**src/rtl/pipeline_pkg.sv**
```systemverilog
// Shared pipeline types: write-back source select and default datapath sizes.
// Imported by the write-back register file, its write-back mux and its bus interface.
package pipeline_pkg;

    localparam int XLEN_DEF  = 32;
    localparam int NREG_DEF  = 32;
    localparam int CNT_W_DEF = 32;

    typedef enum logic [1:0] {
        WB_ALU = 2'b00,
        WB_MEM = 2'b01,
        WB_PC4 = 2'b10,
        WB_RSV = 2'b11
    } wb_sel_e;

    // Name of the write-back source, handy in bench messages and assertions.
    function automatic string wb_sel_name(input wb_sel_e sel);
        string s;
        case (sel)
            WB_ALU:  s = "ALU";
            WB_MEM:  s = "MEM";
            WB_PC4:  s = "PC4";
            default: s = "RSV";
        endcase
        return s;
    endfunction

endpackage

```
**src/rtl/wb_regfile_if.sv**
```systemverilog
// Bus between the MEM/WB pipeline register, the ID read ports and the register file.
// The WB bundle has no backpressure: rd_wren_W qualifies the bundle each cycle and is always accepted.
interface wb_regfile_if
    import pipeline_pkg::*;
#(
    parameter int XLEN  = XLEN_DEF,
    parameter int NREG  = NREG_DEF,
    parameter int CNT_W = CNT_W_DEF
);
    localparam int AW = $clog2(NREG);

    logic [XLEN-1:0]  alu_data_W;
    logic [XLEN-1:0]  read_data_W;
    logic [XLEN-1:0]  pc_four_W;
    logic [AW-1:0]    rd_addr_W;
    wb_sel_e          wb_sel_W;
    logic             rd_wren_W;

    logic [AW-1:0]    rs1_addr_D;
    logic [AW-1:0]    rs2_addr_D;
    logic [XLEN-1:0]  rs1_data_D;
    logic [XLEN-1:0]  rs2_data_D;

    logic [XLEN-1:0]  wb_data_W;
    logic             wb_commit_W;
    logic [CNT_W-1:0] commit_cnt;

    modport master (
        output alu_data_W, read_data_W, pc_four_W, rd_addr_W, wb_sel_W, rd_wren_W,
        output rs1_addr_D, rs2_addr_D,
        input  rs1_data_D, rs2_data_D, wb_data_W, wb_commit_W, commit_cnt
    );

    modport slave (
        input  alu_data_W, read_data_W, pc_four_W, rd_addr_W, wb_sel_W, rd_wren_W,
        input  rs1_addr_D, rs2_addr_D,
        output rs1_data_D, rs2_data_D, wb_data_W, wb_commit_W, commit_cnt
    );

endinterface

```
**src/rtl/wb_mux.sv**
```systemverilog
// Combinational write-back source select; shared with the forwarding path.
// The reserved select code yields zero.
module wb_mux
    import pipeline_pkg::*;
#(
    parameter int XLEN = XLEN_DEF
) (
    input  wb_sel_e         sel_i,
    input  logic [XLEN-1:0] alu_i,
    input  logic [XLEN-1:0] mem_i,
    input  logic [XLEN-1:0] pc4_i,
    output logic [XLEN-1:0] data_o
);

    always_comb begin
        data_o = '0;
        case (sel_i)
            WB_ALU:  data_o = alu_i;
            WB_MEM:  data_o = mem_i;
            WB_PC4:  data_o = pc4_i;
            default: data_o = '0;
        endcase
    end

endmodule

```
**src/rtl/wb_regfile.sv**
```systemverilog
// Write-back register file: selects the WB value, commits it, serves two ID read ports
// and counts committed writes. Macro REGFILE_BYPASS_EN enables same-cycle write-through reads.
module wb_regfile
    import pipeline_pkg::*;
#(
    parameter int XLEN  = XLEN_DEF,
    parameter int NREG  = NREG_DEF,
    parameter int CNT_W = CNT_W_DEF
) (
    input  logic         i_clk,
    input  logic         i_rst_n,
    wb_regfile_if.slave  bus
);

    localparam int AW = $clog2(NREG);

    logic [XLEN-1:0]  wb_data;
    logic             commit;
    logic [XLEN-1:0]  regs_q [NREG];
    logic [CNT_W-1:0] cnt_q;
    logic [CNT_W-1:0] cnt_d;
    logic [AW-1:0]    raddr [2];
    logic [XLEN-1:0]  rdata [2];

    wb_mux #(.XLEN(XLEN)) u_wb_mux (
        .sel_i  (bus.wb_sel_W),
        .alu_i  (bus.alu_data_W),
        .mem_i  (bus.read_data_W),
        .pc4_i  (bus.pc_four_W),
        .data_o (wb_data)
    );

    // x0 writes are dropped here, so they are neither stored nor counted.
    assign commit          = bus.rd_wren_W & (bus.rd_addr_W != '0);
    assign bus.wb_data_W   = wb_data;
    assign bus.wb_commit_W = commit;

    always_ff @(posedge i_clk or negedge i_rst_n) begin
        if (!i_rst_n) begin
            for (int i = 0; i < NREG; i++) begin
                regs_q[i] <= '0;
            end
        end else if (commit) begin
            regs_q[bus.rd_addr_W] <= wb_data;
        end
    end

    always_comb begin
        cnt_d = cnt_q;
        if (commit) begin
            cnt_d = cnt_q + CNT_W'(1);
        end
    end

    always_ff @(posedge i_clk or negedge i_rst_n) begin
        if (!i_rst_n) begin
            cnt_q <= '0;
        end else begin
            cnt_q <= cnt_d;
        end
    end

    assign bus.commit_cnt = cnt_q;
    assign raddr[0]       = bus.rs1_addr_D;
    assign raddr[1]       = bus.rs2_addr_D;

    // Both ports share one read path so identical addresses always return identical data.
    always_comb begin
        for (int p = 0; p < 2; p++) begin
            rdata[p] = '0;
            if (raddr[p] != '0) begin
                rdata[p] = regs_q[raddr[p]];
`ifdef REGFILE_BYPASS_EN
                if (commit && (raddr[p] == bus.rd_addr_W)) begin
                    rdata[p] = wb_data;
                end
`endif
            end
            if (!i_rst_n) begin
                rdata[p] = '0;
            end
        end
    end

    assign bus.rs1_data_D = rdata[0];
    assign bus.rs2_data_D = rdata[1];

endmodule

```
**src/flat_wrapper.sv**
```systemverilog
// flat-port wrapper written by rule: the top's interface ports become plain ports
module wb_regfile_flat import pipeline_pkg::*;
#(
    parameter int XLEN  = XLEN_DEF,
    parameter int NREG  = NREG_DEF,
    parameter int CNT_W = CNT_W_DEF
)
  (i_clk, i_rst_n, bus_alu_data_W, bus_read_data_W, bus_pc_four_W, bus_rd_addr_W, bus_wb_sel_W, bus_rd_wren_W, bus_rs1_addr_D, bus_rs2_addr_D, bus_rs1_data_D, bus_rs2_data_D, bus_wb_data_W, bus_wb_commit_W, bus_commit_cnt);
  wb_regfile_if #(.XLEN(XLEN), .NREG(NREG), .CNT_W(CNT_W)) bus_i ();
  input  logic i_clk;
  input  logic i_rst_n;
  input wire logic [$bits(bus_i.alu_data_W)-1:0] bus_alu_data_W;
  input wire logic [$bits(bus_i.read_data_W)-1:0] bus_read_data_W;
  input wire logic [$bits(bus_i.pc_four_W)-1:0] bus_pc_four_W;
  input wire logic [$bits(bus_i.rd_addr_W)-1:0] bus_rd_addr_W;
  input wire logic [$bits(bus_i.wb_sel_W)-1:0] bus_wb_sel_W;
  input wire logic [$bits(bus_i.rd_wren_W)-1:0] bus_rd_wren_W;
  input wire logic [$bits(bus_i.rs1_addr_D)-1:0] bus_rs1_addr_D;
  input wire logic [$bits(bus_i.rs2_addr_D)-1:0] bus_rs2_addr_D;
  output wire logic [$bits(bus_i.rs1_data_D)-1:0] bus_rs1_data_D;
  output wire logic [$bits(bus_i.rs2_data_D)-1:0] bus_rs2_data_D;
  output wire logic [$bits(bus_i.wb_data_W)-1:0] bus_wb_data_W;
  output wire logic [$bits(bus_i.wb_commit_W)-1:0] bus_wb_commit_W;
  output wire logic [$bits(bus_i.commit_cnt)-1:0] bus_commit_cnt;
  assign bus_i.alu_data_W = bus_alu_data_W;
  assign bus_i.read_data_W = bus_read_data_W;
  assign bus_i.pc_four_W = bus_pc_four_W;
  assign bus_i.rd_addr_W = bus_rd_addr_W;
  assign bus_i.wb_sel_W = bus_wb_sel_W;
  assign bus_i.rd_wren_W = bus_rd_wren_W;
  assign bus_i.rs1_addr_D = bus_rs1_addr_D;
  assign bus_i.rs2_addr_D = bus_rs2_addr_D;
  assign bus_rs1_data_D = bus_i.rs1_data_D;
  assign bus_rs2_data_D = bus_i.rs2_data_D;
  assign bus_wb_data_W = bus_i.wb_data_W;
  assign bus_wb_commit_W = bus_i.wb_commit_W;
  assign bus_commit_cnt = bus_i.commit_cnt;
  wb_regfile #(.XLEN(XLEN), .NREG(NREG), .CNT_W(CNT_W)) u_core (.i_clk(i_clk), .i_rst_n(i_rst_n), .bus(bus_i));
endmodule
```
**config.mk**
```make
export PLATFORM = sky130hd
export DESIGN_NAME = wb_regfile_flat
export DESIGN_NICKNAME = d
export VERILOG_FILES = /design/src/rtl/pipeline_pkg.sv /design/src/rtl/wb_regfile_if.sv /design/src/rtl/wb_mux.sv /design/src/rtl/wb_regfile.sv /design/src/flat_wrapper.sv
export SDC_FILE = /design/constraint.sdc
export NUM_CORES = 2
export LEC_CHECK = 0
export CELL_PAD_IN_SITES_DETAIL_PLACEMENT = 1
export CELL_PAD_IN_SITES_GLOBAL_PLACEMENT = 2
export CORE_UTILIZATION = 40
export CTS_CLUSTER_DIAMETER = 150
export DETAILED_ROUTE_END_ITERATION = 8
export GPL_ROUTABILITY_DRIVEN = 0
export PLACE_DENSITY_LB_ADDON = 0.1
export SLEW_MARGIN = 5
export SYNTH_ARGS = -nofsm -noshare
export SYNTH_HDL_FRONTEND = slang
export SYNTH_SLANG_ARGS = --single-unit
```
**constraint.sdc**
```tcl
create_clock -name i_clk -period 2.65 [get_ports i_clk]
set_clock_uncertainty 0.1 [all_clocks]
set_input_delay 0.3975 -clock i_clk [delete_from_list [all_inputs] [get_ports i_clk]]
set_output_delay 0.3975 -clock i_clk [all_outputs]
set_load 0.02 [all_outputs]
```
Word level (Yosys, flattened, before mapping)
Cells that the tools add are included.
Widths: inputs -> output; s select.

operators by class
  add/sub/neg operators = 1
  eq/ne operators = 2
  reduce and logical (&&, ||, !) cells = 5
  bitwise operators = 4
  multiplexer cells = 14
  $lt $le $gt $ge = 4

operator list
  kind                   count
  $bwmux 1024            1
  $bmux 32 s5            2
  $mux 32                9
  $demux 32 s5           1
  $pmux 32 s3            1
  $add 32x1->32 const B  1
  $ge 6x6->1 const B     3
  $not 5->6              3
  $reduce_bool 5->1      3
  $lt 6x1->1 const B     1
  $eq 2x1->1 const B     1
  $eq 2x2->1 const B     1
  $logic_not 2->1        1
  $and 1x1->1            1
  $logic_and 1x1->1      1

storage, ports and cells
  output and inout bits = 129
  input port bits = 116
  flip-flop bits (word level) = 1056

Logic depth before layout (Yosys ltp)
  depth after elaboration = 6
  depth in mapped cells = 8
  gate-level depth less buffers = 5

Hierarchy
From an unflattened synthesis, not the netlist that was laid out.

unflattened totals
  cell total of the unflattened synthesis = 4098
  area total of the unflattened synthesis = 56267.7 sq um

by module, submodules not included
  module      area each (sq um)  cells each  seq. area each (sq um)  times used
  wb_regfile  55480.7            4021        26425.3                 1
  wb_mux      787.0              77          0.0                     1

Worst setup path before layout
Ideal clock, no wire load.

  path type = in2out
  start = in bus_wb_sel_W[0]
  end = out bus_wb_data_W[0]
  stages on the path = 7
  required time = 2.152 ns
  arrival time = 1.830 ns
  setup slack = 0.323 ns
  path buffers = 3
  path through = clkbuf_1 > buf_2 > mux2i_1 > nor2_1 > a21oi_1 > clkbuf_1 > inv_1

on the way
  word-level cells in the longest chain between the ends = 2
  elaborated cells between the ends (all ways) = 4
  those cells by class = eq/ne: 2; mux: 1; reduce/logical: 1

RTL lines
  element                             RTL line            source
  start, declared                     flat_wrapper.sv:16  input wire logic [$bits(bus_i.wb_sel_W)-1:0] bus_wb_sel_W;
  $eq 2x2->1 (tied with other cells)  wb_mux.sv:17        case (sel_i)
  $pmux 32 s3 (*)                     wb_mux.sv:17
  end, declared                       flat_wrapper.sv:22  output wire logic [$bits(bus_i.wb_data_W)-1:0] bus_wb_data_W;

Mark *: on every way between the ends. The rest lies on a longest branch, timed or not.

Final worst setup path
  start = reg u_core.regs_q[13] (netlist bit)
  end = out bus_rs2_data_D[13]

on the way
  word-level cells in the longest chain between the ends = 5

RTL lines
  element                                      RTL line            source
  start, declared                              wb_regfile.sv:19    logic [XLEN-1:0] regs_q [NREG];
  start signal, assigned by index              wb_regfile.sv:44    regs_q[bus.rd_addr_W] <= wb_data;
  $bmux 32 s5                                  wb_regfile.sv:72    rdata[p] = regs_q[raddr[p]];
  $mux 32 (implied by the code) (2 in series)  wb_regfile.sv:72
  $mux 32                                      wb_regfile.sv:71    if (raddr[p] != '0) begin
  $mux 32                                      wb_regfile.sv:79    if (!i_rst_n) begin
  end, declared                                flat_wrapper.sv:21  output wire logic [$bits(bus_i.rs2_data_D)-1:0] bus_rs2_data_D;

No other way between the ends. The select of a mux whose other input is x is not followed.

==> results list <==
- Combinational logic is responsible for about 23% of the overall power.
- Setup repair after global routing could not meet its margin everywhere.
- Max-cap violations in this run came to 0.
- Peak clock frequency supported by timing: roughly 0.33 GHz
* Final critical-path share of the clock period: 113%
* Height of the chip: between 300 and 400 um
- Clock Pin Slew Worst Setup and Hold Paths: ~0.06 ns
- dfrtp_1 is the most common cell in the netlist.
- The number of buffers and inverters on the critical path is 1.
* Total Power: 50.2 mW
- Cells fill a little over half of the core in the end.
- CP Launch Type: flip-flop
* Share of cells above drive strength 1: 23.3%
* Proportion of total power due to net switching: a little under a third
- Worst slack at placement: -1.12 ns
* Number of nets in the final layout: 5955
* Standard cell area after detailed placement: 0.0627 sq mm
* Max-slew headroom at the worst pin: approximately 29%
- In this run, synthesis inferred 0 flip-flops with an integrated enable.
* Setup Viol. Count Final: between 60 and 70
- Floorplan row count: between 100 and 150
- Psw: 15.8 mW
- Clock tree root buffer cell: clkbuf_16
- Post-synth top cells: dfrtp_1 (1024), nand2_1 (759), o21ai_0 (630)
- Overall overflow remaining after global route: 0
* Maximum level of the CTS H-tree: 3
- Cell type with the largest total area after synthesis: dfrtp_1
- Max stage delay on crit path: between 0.5 and 0.6 ns
- DRT antenna net count: 0
- Count of clock tree sinks: between 1000 and 1500
* Number of buffers created by CTS: 119
- For the worst-skew pair, the clock arrives at the later sink with an insertion delay of 0.75 ns.
* Area Overhead vs Synth: 30.2%
- CP max stage cell: mux4_2
- Dividing the detail-routed via count by the number of cells gives approximately 6.
- Internal power comes to 34.4 mW.
- Portion of total power attributed to sequential cells: 42.2%
- Antenna violations before repair: 5
* Worst-case vdd ir drop: just under 600 uV
- Summed area of non-filler cells in the final layout: ~0.07 sq mm
- Share of flip-flops with an asynchronous set or reset: between 90% and 100%
* Final critical delay including setup and external delays: approximately 3.0 ns
* Antenna diode count: 0
- Wires add up to 232000 um.
* Transition time at the pin with the least slew margin: between 1 and 1.5 ns
* Final Hold Violating Endpoints: 17
- The clock passes through at most 3 buffers.
- Count of state elements after synthesis: between 1000 and 1500
- Average cell area after synthesis: around 10 sq um
- STA puts the critical path data required time at 2.15 ns.
* Pin count of the biggest net entering global routing: ~160
- Kind of capture point of the worst setup path: output port
* Area of the mapped netlist: around 0.053 sq mm
- The first detailed-routing pass took 7 iterations.
- Maximum fanout along the worst path: 3
- After layout, the worst setup slack is -0.343 ns.
* Area of the core: between 0.1 and 0.15 sq mm
- Hold slack final: -0.0371 ns
* Total via count after detailed routing: between 40000 and 50000
- Global routing used between 30% and 40% of the available tracks.
- The share of synthesized area in the top cell type comes to a little under 50%.
- In this run, placement finished with an instance count of approximately 7400.
* Quantity of I/O buffers inserted on ports: 244
- The initial utilization of the core area, before any placement, comes to 40.3%.
- Area contributors post-synth: dfrtp_1 (48%), mux2i_1 (11%), mux4_2 (8.2%)
* CTS tree: built
* Yosys warns: 0
- Die Footprint: 0.134 sq mm
- The detailed router finished its first iteration with 3676 violations.
- Summed over all nets, the half-perimeter wirelength after detailed placement is approximately 160000 um.
* Prevailing post-synth register cell: dfrtp_1
- The via count of the first global-routing pass was 47900.
- Synthesis produced about 5300 cells.
- For this run, the register share of the synthesized area comes to slightly below 50%.
* Arrival time at the worst endpoint: between 2 and 3 ns
- First-pass GRT wire length: 339000 um
- The min-delay analysis places its worst path in the category input pin to asynchronous set/reset pin.
* Post-synth cell types: 46
- The final reports fail on design-rule violations, negative hold slack, negative setup slack.
- PwrDens: 728 mW/mm^2
* Mapped Nets: 5451
- The signal on the critical path passes through mux4_2 > a22oi_2 > nand4_1 > buf_4.
- WS Path Type: flip-flop to output port
- # DRC: 2
* Status: finished, violations left
- For this design the static power due to leakage is a little over 30 nW.
* Horiz. Die Dim: ~370 um
* Routed wire per std cell: ~30 um
- The count of final max-slew check failures was 0.
- Clk pwr share: a little over a third
- Broken down by cell family, the worst path's largest delay share belongs to multiplexers.
- Excluding fillers, the count of instances in the completed layout stands at 7692.
- between 200 and 250 I/O pins were placed.
-- logic make-up after synthesis --
family,synth area share [%]
adder cells (fa/ha/maj),0.0236
flip-flops,48.4
XOR/XNOR,0.513
AO/OA/AOI/OAI,16.4
AND/OR/NAND/NOR,10.6
buffers and inverters,4.40
multiplexers,19.7
-- flip-flops by register name, summed over array words and instances (netlist names) --
register and cells:
u_core.bus.commit_cnt 32, u_core.regs_q 992
-- worst register-to-register path, cell delays in order, from the launching register on --
cell and delay (ns):
dfrtp_1 0.43, and4_1 0.32, nand3_2 0.36, nor4_1 0.47, xor2_1 0.19
-- path summary, 6_finish.rpt --
| kind | from | end | slack [ns] | cells past startpoint |
|---|---|---|---|---|
| setup / recovery | u_core.regs_q[13] | bus_rs2_data_D[13] | -0.34 | 4 |
| hold / removal | i_rst_n | u_core.regs_q[405] | -0.04 | 3 |
| setup reg to reg | u_core.bus.commit_cnt[4] | u_core.bus.commit_cnt[24] | 0.71 | 4 |
| hold reg to reg | u_core.bus.commit_cnt[31] | u_core.bus.commit_cnt[31] | 0.38 | 1 |
| max in group asynchronous | i_rst_n | u_core.regs_q[0] | 0.77 | 5 |
| min in group i_clk | u_core.bus.commit_cnt[31] | u_core.bus.commit_cnt[31] | 0.38 | 1 |
-- stage by stage --
step	TNS [ns]	hold WS, ns
after detailed placement	-51.09	0.366
after global routing	-12.13	0.0281
final	-8.92	-0.0371
after CTS	-10.72	0.00473
after global placement	-50.40	0.364
after floorplan	0	0.00191
-- layout by cell type, fill, tap and decap left out, types with 9 or more instances in the layout --
master	n
clkbuf_1	20
xor2_1	18
a21oi_1	384
mux4_2	192
nor2_4	16
a221oi_1	53
nand4_1	74
o21ai_1	59
buf_8	10
clkinv_2	31
o21ai_0	609
nand3b_1	9
buf_12	211
buf_4	425
a22oi_1	108
mux2i_1	594
mux2i_2	14
o22ai_1	175
clkbuf_8	28
o22ai_2	16
dfrtp_1	1024
bufinv_16	12
a21oi_2	25
clkdlybuf4s50_1	152
nand2_1	751
a22oi_2	84
a221oi_2	10
nand3_1	13
clkbuf_16	122
nor4_1	15
nor2_1	415
inv_1	35
buf_6	96
xnor2_1	13
-- power by group through the flow --
stage          clock network (mW)  registers [mW]  logic (mW)
6_report                     17.4            21.2        11.6
5_1_grt                      18.2            21.5        12.5
4_1_cts                      17.6            21.1        11.4
3_5_place_dp                    0            21.3        10.9
3_3_place_gp                    0            21.1        10.6
2_1_floorplan                   0            20.6        6.35
-- area by class of cell --
class	count	area, sq um
Sequential cell	1024	25600
Timing Repair Buffer	924	10700
Clock inverter	50	581
Inverter	36	135
Tap cell	1755	2200
Fill cell	14000	62400
Multi-Input combinational cell	3733	26200
Clock buffer	170	3510
-- repair_timing --
item,CTS,global route
endpoints found under the hold margin,173,0
endpoints found under the setup margin,66,66
buffers inserted,62,28
gates cloned,6,0
gates resized for setup,405,54
hold buffers,8,0
pin swaps,139,57
-- per-layer routing --
layer  global-route usage (%)  wire [um]  share of wire [%]
met1                     45.0      96700                 42
met2                     56.0     109000                 47
met5                        0         45              0.019
met4                     19.0      15200                6.5
met3                     4.28      10900                4.7
Power figures use the tool's default switching activity.
